**src/rtl/wb_arb_pkg.sv**
```systemverilog
// Shared constants for the two-requester Wishbone arbiter: FSM state encodings
// and the one-hot grant values.
package wb_arb_pkg;

  localparam logic [1:0] IDLE     = 2'b00;
  localparam logic [1:0] GRANT_M0 = 2'b01;
  localparam logic [1:0] GRANT_M1 = 2'b10;

  localparam logic [1:0] GNT_NONE = 2'b00;
  localparam logic [1:0] GNT_M0   = 2'b01;
  localparam logic [1:0] GNT_M1   = 2'b10;

  function automatic logic [1:0] state_to_grant(input logic [1:0] st);
    case (st)
      GRANT_M0: state_to_grant = GNT_M0;
      GRANT_M1: state_to_grant = GNT_M1;
      default:  state_to_grant = GNT_NONE;
    endcase
  endfunction

endpackage

```
**src/rtl/wb_bus_arbiter_if.sv**
```systemverilog
// Signal bundle between the two requesters, the arbiter and the external bus.
// master = arbiter view, slave = requester/bus environment view.
interface wb_bus_arbiter_if #(
  parameter int ADDR_WIDTH = 32,
  parameter int DATA_WIDTH = 32
);
  localparam int SEL_WIDTH = DATA_WIDTH / 8;

  // Handshake: a requester holds start_read/start_write (level) until it sees
  // its done pulse; the bus signals one finished beat with i_wb_done for one
  // cycle. lock held at done keeps the grant for the next beat.
  logic                  i_m0_start_read;
  logic                  i_m0_start_write;
  logic                  i_m0_lock;
  logic [ADDR_WIDTH-1:0] i_m0_addr;
  logic [DATA_WIDTH-1:0] i_m0_wdata;
  logic [SEL_WIDTH-1:0]  i_m0_sel;
  logic                  o_m0_done;

  logic                  i_m1_start_read;
  logic                  i_m1_start_write;
  logic                  i_m1_lock;
  logic [ADDR_WIDTH-1:0] i_m1_addr;
  logic [DATA_WIDTH-1:0] i_m1_wdata;
  logic [SEL_WIDTH-1:0]  i_m1_sel;
  logic                  o_m1_done;

  logic [DATA_WIDTH-1:0] o_read_data;
  logic                  o_start_read_wb;
  logic                  o_start_write_wb;
  logic [SEL_WIDTH-1:0]  o_write_sel_wb;
  logic [DATA_WIDTH-1:0] o_write_data_wb;
  logic [ADDR_WIDTH-1:0] o_addr_wb;
  logic [DATA_WIDTH-1:0] i_read_data_wb;
  logic                  i_wb_done;
  logic [1:0]            o_grant;
  logic                  o_bus_err;

  modport master (
    input  i_m0_start_read, i_m0_start_write, i_m0_lock, i_m0_addr, i_m0_wdata, i_m0_sel,
    input  i_m1_start_read, i_m1_start_write, i_m1_lock, i_m1_addr, i_m1_wdata, i_m1_sel,
    input  i_read_data_wb, i_wb_done,
    output o_m0_done, o_m1_done, o_read_data,
    output o_start_read_wb, o_start_write_wb, o_write_sel_wb, o_write_data_wb, o_addr_wb,
    output o_grant, o_bus_err
  );

  modport slave (
    output i_m0_start_read, i_m0_start_write, i_m0_lock, i_m0_addr, i_m0_wdata, i_m0_sel,
    output i_m1_start_read, i_m1_start_write, i_m1_lock, i_m1_addr, i_m1_wdata, i_m1_sel,
    output i_read_data_wb, i_wb_done,
    input  o_m0_done, o_m1_done, o_read_data,
    input  o_start_read_wb, o_start_write_wb, o_write_sel_wb, o_write_data_wb, o_addr_wb,
    input  o_grant, o_bus_err
  );

endinterface

```
**src/rtl/wb_arb_watchdog.sv**
```systemverilog
// Stall watchdog for the arbiter: counts granted cycles without a bus done and
// flags the terminal count. Only built when WB_ARB_TIMEOUT_EN is defined.
module wb_arb_watchdog #(
  parameter int TIMEOUT_CYCLES = 255
) (
  input  logic clk,
  input  logic rst,
  input  logic active,
  input  logic done,
  output logic expired
);
  localparam int CW = $clog2(TIMEOUT_CYCLES + 1);
  localparam logic [CW-1:0] TC = CW'(TIMEOUT_CYCLES);

  logic [CW-1:0] cnt;

  // A real done in the terminal cycle wins; no error is flagged then.
  assign expired = active && !done && (cnt == TC);

  // Idle cycles hold the count at zero, so every new grant starts from zero.
  always_ff @(posedge clk) begin
    if (rst || !active || done || expired) begin
      cnt <= '0;
    end else begin
      cnt <= cnt + CW'(1);
    end
  end

endmodule

```
**src/rtl/wb_bus_arbiter.sv**
```systemverilog
// Round-robin arbiter with burst lock sharing one Wishbone-style master port
// between m0 (cache block engine) and m1 (uncached path). Optional watchdog: WB_ARB_TIMEOUT_EN.
module wb_bus_arbiter
  import wb_arb_pkg::*;
#(
  parameter int ADDR_WIDTH     = 32,
  parameter int DATA_WIDTH     = 32,
  parameter int TIMEOUT_CYCLES = 255
) (
  input  logic                clk,
  input  logic                arst,
  wb_bus_arbiter_if.master    bus,
  output logic [1:0]          dbg_state
);

  if (DATA_WIDTH % 8 != 0 || ADDR_WIDTH < 1 || TIMEOUT_CYCLES < 1) begin : g_bad_cfg
    $error("wb_bus_arbiter: unsupported parameter values");
  end

  logic [1:0] state;
  logic [1:0] state_nxt;
  logic       rr_last;
  logic       rr_last_nxt;
  logic       req0;
  logic       req1;
  logic       tmo;

  assign req0 = bus.i_m0_start_read | bus.i_m0_start_write;
  assign req1 = bus.i_m1_start_read | bus.i_m1_start_write;

`ifdef WB_ARB_TIMEOUT_EN
  wb_arb_watchdog #(
    .TIMEOUT_CYCLES(TIMEOUT_CYCLES)
  ) u_watchdog (
    .clk     (clk),
    .rst     (arst),
    .active  (state != IDLE),
    .done    (bus.i_wb_done),
    .expired (tmo)
  );
`else
  assign tmo = 1'b0;
`endif

  assign bus.o_bus_err = tmo;

  // rr_last names the requester served last; the other one wins a tie.
  always_comb begin
    state_nxt   = state;
    rr_last_nxt = rr_last;
    case (state)
      IDLE: begin
        if (req0 && (!req1 || rr_last)) begin
          state_nxt = GRANT_M0;
        end else if (req1) begin
          state_nxt = GRANT_M1;
        end
      end
      GRANT_M0: begin
        if (tmo) begin
          state_nxt   = IDLE;
          rr_last_nxt = 1'b0;
        end else if (bus.i_wb_done) begin
          rr_last_nxt = 1'b0;
          if (!bus.i_m0_lock) state_nxt = IDLE;
        end else if (!req0 && !bus.i_m0_lock) begin
          state_nxt = IDLE;
        end
      end
      GRANT_M1: begin
        if (tmo) begin
          state_nxt   = IDLE;
          rr_last_nxt = 1'b1;
        end else if (bus.i_wb_done) begin
          rr_last_nxt = 1'b1;
          if (!bus.i_m1_lock) state_nxt = IDLE;
        end else if (!req1 && !bus.i_m1_lock) begin
          state_nxt = IDLE;
        end
      end
      default: state_nxt = IDLE;
    endcase
  end

  always_ff @(posedge clk) begin
    if (arst) begin
      state   <= IDLE;
      rr_last <= 1'b1;
    end else begin
      state   <= state_nxt;
      rr_last <= rr_last_nxt;
    end
  end

  // Bus mux: write beats a simultaneous read from the same requester.
  always_comb begin
    bus.o_start_read_wb  = 1'b0;
    bus.o_start_write_wb = 1'b0;
    bus.o_write_sel_wb   = '0;
    bus.o_write_data_wb  = '0;
    bus.o_addr_wb        = '0;
    case (state)
      GRANT_M0: begin
        bus.o_start_write_wb = bus.i_m0_start_write;
        bus.o_start_read_wb  = bus.i_m0_start_read & ~bus.i_m0_start_write;
        bus.o_write_sel_wb   = bus.i_m0_sel;
        bus.o_write_data_wb  = bus.i_m0_wdata;
        bus.o_addr_wb        = bus.i_m0_addr;
      end
      GRANT_M1: begin
        bus.o_start_write_wb = bus.i_m1_start_write;
        bus.o_start_read_wb  = bus.i_m1_start_read & ~bus.i_m1_start_write;
        bus.o_write_sel_wb   = bus.i_m1_sel;
        bus.o_write_data_wb  = bus.i_m1_wdata;
        bus.o_addr_wb        = bus.i_m1_addr;
      end
      default: ;
    endcase
  end

  assign bus.o_m0_done   = (state == GRANT_M0) && (bus.i_wb_done || tmo);
  assign bus.o_m1_done   = (state == GRANT_M1) && (bus.i_wb_done || tmo);
  assign bus.o_read_data = bus.i_read_data_wb;
  assign bus.o_grant     = state_to_grant(state);
  assign dbg_state       = state;

endmodule

```
**src/flat_wrapper.sv**
```systemverilog
// flat-port wrapper written by rule: the top's interface ports become plain ports
module wb_bus_arbiter_flat import wb_arb_pkg::*;
#(
  parameter int ADDR_WIDTH     = 32,
  parameter int DATA_WIDTH     = 32,
  parameter int TIMEOUT_CYCLES = 255
)
  (clk, arst, dbg_state, bus_i_m0_start_read, bus_i_m0_start_write, bus_i_m0_lock, bus_i_m0_addr, bus_i_m0_wdata, bus_i_m0_sel, bus_i_m1_start_read, bus_i_m1_start_write, bus_i_m1_lock, bus_i_m1_addr, bus_i_m1_wdata, bus_i_m1_sel, bus_i_read_data_wb, bus_i_wb_done, bus_o_m0_done, bus_o_m1_done, bus_o_read_data, bus_o_start_read_wb, bus_o_start_write_wb, bus_o_write_sel_wb, bus_o_write_data_wb, bus_o_addr_wb, bus_o_grant, bus_o_bus_err);
  wb_bus_arbiter_if #(.ADDR_WIDTH(ADDR_WIDTH), .DATA_WIDTH(DATA_WIDTH)) bus_i ();
  input  logic clk;
  input  logic arst;
  output logic [1:0] dbg_state;
  input wire logic [$bits(bus_i.i_m0_start_read)-1:0] bus_i_m0_start_read;
  input wire logic [$bits(bus_i.i_m0_start_write)-1:0] bus_i_m0_start_write;
  input wire logic [$bits(bus_i.i_m0_lock)-1:0] bus_i_m0_lock;
  input wire logic [$bits(bus_i.i_m0_addr)-1:0] bus_i_m0_addr;
  input wire logic [$bits(bus_i.i_m0_wdata)-1:0] bus_i_m0_wdata;
  input wire logic [$bits(bus_i.i_m0_sel)-1:0] bus_i_m0_sel;
  input wire logic [$bits(bus_i.i_m1_start_read)-1:0] bus_i_m1_start_read;
  input wire logic [$bits(bus_i.i_m1_start_write)-1:0] bus_i_m1_start_write;
  input wire logic [$bits(bus_i.i_m1_lock)-1:0] bus_i_m1_lock;
  input wire logic [$bits(bus_i.i_m1_addr)-1:0] bus_i_m1_addr;
  input wire logic [$bits(bus_i.i_m1_wdata)-1:0] bus_i_m1_wdata;
  input wire logic [$bits(bus_i.i_m1_sel)-1:0] bus_i_m1_sel;
  input wire logic [$bits(bus_i.i_read_data_wb)-1:0] bus_i_read_data_wb;
  input wire logic [$bits(bus_i.i_wb_done)-1:0] bus_i_wb_done;
  output wire logic [$bits(bus_i.o_m0_done)-1:0] bus_o_m0_done;
  output wire logic [$bits(bus_i.o_m1_done)-1:0] bus_o_m1_done;
  output wire logic [$bits(bus_i.o_read_data)-1:0] bus_o_read_data;
  output wire logic [$bits(bus_i.o_start_read_wb)-1:0] bus_o_start_read_wb;
  output wire logic [$bits(bus_i.o_start_write_wb)-1:0] bus_o_start_write_wb;
  output wire logic [$bits(bus_i.o_write_sel_wb)-1:0] bus_o_write_sel_wb;
  output wire logic [$bits(bus_i.o_write_data_wb)-1:0] bus_o_write_data_wb;
  output wire logic [$bits(bus_i.o_addr_wb)-1:0] bus_o_addr_wb;
  output wire logic [$bits(bus_i.o_grant)-1:0] bus_o_grant;
  output wire logic [$bits(bus_i.o_bus_err)-1:0] bus_o_bus_err;
  assign bus_i.i_m0_start_read = bus_i_m0_start_read;
  assign bus_i.i_m0_start_write = bus_i_m0_start_write;
  assign bus_i.i_m0_lock = bus_i_m0_lock;
  assign bus_i.i_m0_addr = bus_i_m0_addr;
  assign bus_i.i_m0_wdata = bus_i_m0_wdata;
  assign bus_i.i_m0_sel = bus_i_m0_sel;
  assign bus_i.i_m1_start_read = bus_i_m1_start_read;
  assign bus_i.i_m1_start_write = bus_i_m1_start_write;
  assign bus_i.i_m1_lock = bus_i_m1_lock;
  assign bus_i.i_m1_addr = bus_i_m1_addr;
  assign bus_i.i_m1_wdata = bus_i_m1_wdata;
  assign bus_i.i_m1_sel = bus_i_m1_sel;
  assign bus_i.i_read_data_wb = bus_i_read_data_wb;
  assign bus_i.i_wb_done = bus_i_wb_done;
  assign bus_o_m0_done = bus_i.o_m0_done;
  assign bus_o_m1_done = bus_i.o_m1_done;
  assign bus_o_read_data = bus_i.o_read_data;
  assign bus_o_start_read_wb = bus_i.o_start_read_wb;
  assign bus_o_start_write_wb = bus_i.o_start_write_wb;
  assign bus_o_write_sel_wb = bus_i.o_write_sel_wb;
  assign bus_o_write_data_wb = bus_i.o_write_data_wb;
  assign bus_o_addr_wb = bus_i.o_addr_wb;
  assign bus_o_grant = bus_i.o_grant;
  assign bus_o_bus_err = bus_i.o_bus_err;
  wb_bus_arbiter #(.ADDR_WIDTH(ADDR_WIDTH), .DATA_WIDTH(DATA_WIDTH), .TIMEOUT_CYCLES(TIMEOUT_CYCLES)) u_core (.clk(clk), .arst(arst), .bus(bus_i), .dbg_state(dbg_state));
endmodule
```
**config.mk**
```make
export PLATFORM = sky130hd
export DESIGN_NAME = wb_bus_arbiter_flat
export DESIGN_NICKNAME = d
export VERILOG_FILES = /design/src/rtl/wb_arb_pkg.sv /design/src/rtl/wb_bus_arbiter_if.sv /design/src/rtl/wb_arb_watchdog.sv /design/src/rtl/wb_bus_arbiter.sv /design/src/flat_wrapper.sv
export SDC_FILE = /design/constraint.sdc
export NUM_CORES = 1
export LEC_CHECK = 0
export BUFFER_PORTS_ARGS = -buffer_cell sky130_fd_sc_hd__buf_2
export CORE_AREA = 3 3 109 111
export CTS_CLUSTER_DIAMETER = 100
export CTS_CLUSTER_SIZE = 25
export DETAILED_ROUTE_END_ITERATION = 10
export DIE_AREA = 0 0 112 114
export PLACE_DENSITY_LB_ADDON = 0.2
export SLEW_MARGIN = 25
export SYNTH_ARGS = -nofsm -noshare
export SYNTH_HDL_FRONTEND = slang
export SYNTH_HIERARCHICAL = 1
export SYNTH_SLANG_ARGS = --single-unit
```
**constraint.sdc**
```tcl
create_clock -name clk -period 3.28 [get_ports clk]
set_clock_uncertainty 0.1 [all_clocks]
set_input_delay 0.164 -clock clk [delete_from_list [all_inputs] [get_ports clk]]
set_output_delay 0.164 -clock clk [all_outputs]
set_load 0.02 [all_outputs]
```
==> metrics.cfg <==
[final_layout]
fill_cells = 1243
n_antenna_cell = 0
drive_above_1_share_pct = 58.3
post-route-util_pct = 23.6
nNetsFinal = 577
regArea_um2 = 60.1
final_cells = 536
final_cell_mix = buf_2 (220), a22oi_1 (69), nor2b_1 (69)
multi_input_area_mm2 = 0.00114
layout_commonest_cell = buf_2
area_growth_pct = 65.8

[routing]
wl_per_cell_um = 14.5
drt_pre_antenna_iters = 6
avgViaCountPerCell = 4.35
wl_um = 7790
drt-initial-drc-count = 83
vias = 2330
drcViolationCount = 0
postRouteAntennaNets = 0

[clocking]
cts_num_sinks = 3
cts_tree = yes
h-tree-depth = 1
cts_hold_buf = 0
cts.path.max_buffers = 2
cts_buffers = 3
clkLatencyLatePin_ns = 0.22
cts_resized = 0
root_buffer = clkbuf_8
clkTransAtPathRegs_ns = 0.03
post_cts_buffers = 0

[worst_setup_path]
arrival_ns = 2.07
startpoint_type = register
crit_required_ns = 3.02
crit_fanout = 26
end_kind = primary output
critical_path_class = reg -> out

[timing]
rsz0062_at_grt = false
post-route-min-period_ns = 2.34
slew_headroom_pct = 63.4
finalSetupViolCount = 0
max_freq_ghz = 0.428
tightestPinTransition_ns = 0.549
hold_viol = 0
finalSetupTns_ns = 0
min_period_over_period_pct = 71.2
layout_setup_ws_ns = 0.944
final_max_slew_viol_count = 0

[floorplanning]
rows = 38
dieArea_mm2 = 0.0128
ios = 286
die_h_um = 114
die_w_um = 112
start_util_pct = 14.2
coreArea_mm2 = 0.0109

[logic_synthesis]
yosys_warnings = 6
synth_enable_flop_cells = 0
ys_ff_latch = 3
synthCells = 225
syn_avg_cell_area_um2 = 6.88
yosysUniqueCellTypes = 22
ys.flop_type = dfxtp_1
syn_area_mm2 = 0.00155
synth_nets = 405
async_flop_share_pct = 0
ys_seq_area_share_pct = 3.88

[grt]
grt_overflow = 0
grt_util_all_layers_pct = 11.1
grt_start_max_net_pins = 71
grt_antenna_before_repair = 0
grt_pass1_wl_um = 11800
grt_pass1_vias = 2322

[power]
powerDensity_mw_per_mm2 = 418
ir_drop_v = 0.000177
leakage_nw = 1.31

[outcome]
status = finished, final reports clean

[placement]
portBuffers = 220
gp_congestion = 0.794
dp_cells = 532
hpwlAfterDp_um = 6340
post-place-ws_ns = 1.06

[hold_path]
hold_class = in -> reg

[run]
drv_cap = 0

## cells in the mapped netlist (2+ instances only)
| library cell | instances | area, um2 |
|---|---|---|
| a22oi_1 | 69 | 518 |
| nor2b_1 | 69 | 432 |
| buf_4 | 34 | 255 |
| clkbuf_1 | 16 | 60.1 |
| buf_2 | 7 | 35.0 |
| dfxtp_1 | 3 | 60.1 |
| ha_1 | 3 | 37.5 |
| inv_1 | 3 | 11.3 |
| nand2_1 | 3 | 11.3 |
| and2_1 | 2 | 12.5 |
| mux2i_1 | 2 | 20.0 |
| nand2b_1 | 2 | 12.5 |
| o21bai_1 | 2 | 15.0 |
| o22ai_1 | 2 | 12.5 |
## cell type report
type                       count  share of cell area [%]
clock buffer                   4                    1.76
inverter                       3                   0.439
multi-input combinational    162                    44.6
sequential                     3                    2.34
tap                          140                    6.83
timing repair buffer         224                    44.1
## final timing paths
check,from,to,slack (ns),cells after the start
setup / recovery,u_core/dbg_state[0]$_SDFFE_PP0P_,bus_o_write_sel_wb[3],0.94,6
hold / removal,arst,u_core/rr_last$_SDFFE_PP1P_,0.10,2
setup reg to reg,u_core/dbg_state[1]$_SDFFE_PP0P_,u_core/rr_last$_SDFFE_PP1P_,1.57,5
hold reg to reg,u_core/rr_last$_SDFFE_PP1P_,u_core/rr_last$_SDFFE_PP1P_,0.38,1
## critical path: stages, from the launching register on
cell and delay [ns]:
dfxtp_1 0.32, inv_1 0.13, ha_2 0.50, buf_4 0.37, a22oi_1 0.16, nor2b_1 0.18, buf_2 0.20
## routing by layer
metal | wire length, um | global-route usage, %
met1 | 2800 | 12.1
met5 | 0 | 0
met2 | 4100 | 22.0
met4 | 122 | 2.64
met3 | 774 | 1.96
## sequential cells by signal, indices dropped and copies added, names as in the netlist
register / flops
u_core/rr_last: 1
u_core/dbg_state: 2
## per-stage QoR
step / area [um2] / power, mW / hold WS (ns)
4_1_cts: 2560 / 1.09 / 0.0987
5_1_grt: 2570 / 1.18 / 0.119
3_5_place_dp: 2510 / 0.978 / 0.228
2_1_floorplan: 1550 / 0.727 / 0.158
6_report: 2570 / 1.07 / 0.103
3_3_place_gp: 2510 / 0.966 / 0.228
## report_power, final
group | switching, mW | internal [mW] | leakage, nW
logic | 0.526 | 0.389 | 1.27
registers | 0.00613 | 0.0444 | 0.0247
clock network | 0.0252 | 0.0830 | 0.0228
## cells by family after synthesis
| logic type | Yosys count | share of synthesized area [%] |
|---|---|---|
| buf+inv | 60 | 23.4 |
| simple gates | 81 | 32.3 |
| flops | 3 | 3.88 |
| compound gates | 75 | 36.5 |
| fa+ha+maj | 3 | 2.43 |
| other cells | 1 | 0.242 |
| mux | 2 | 1.29 |
Power figures use the tool's default switching activity.
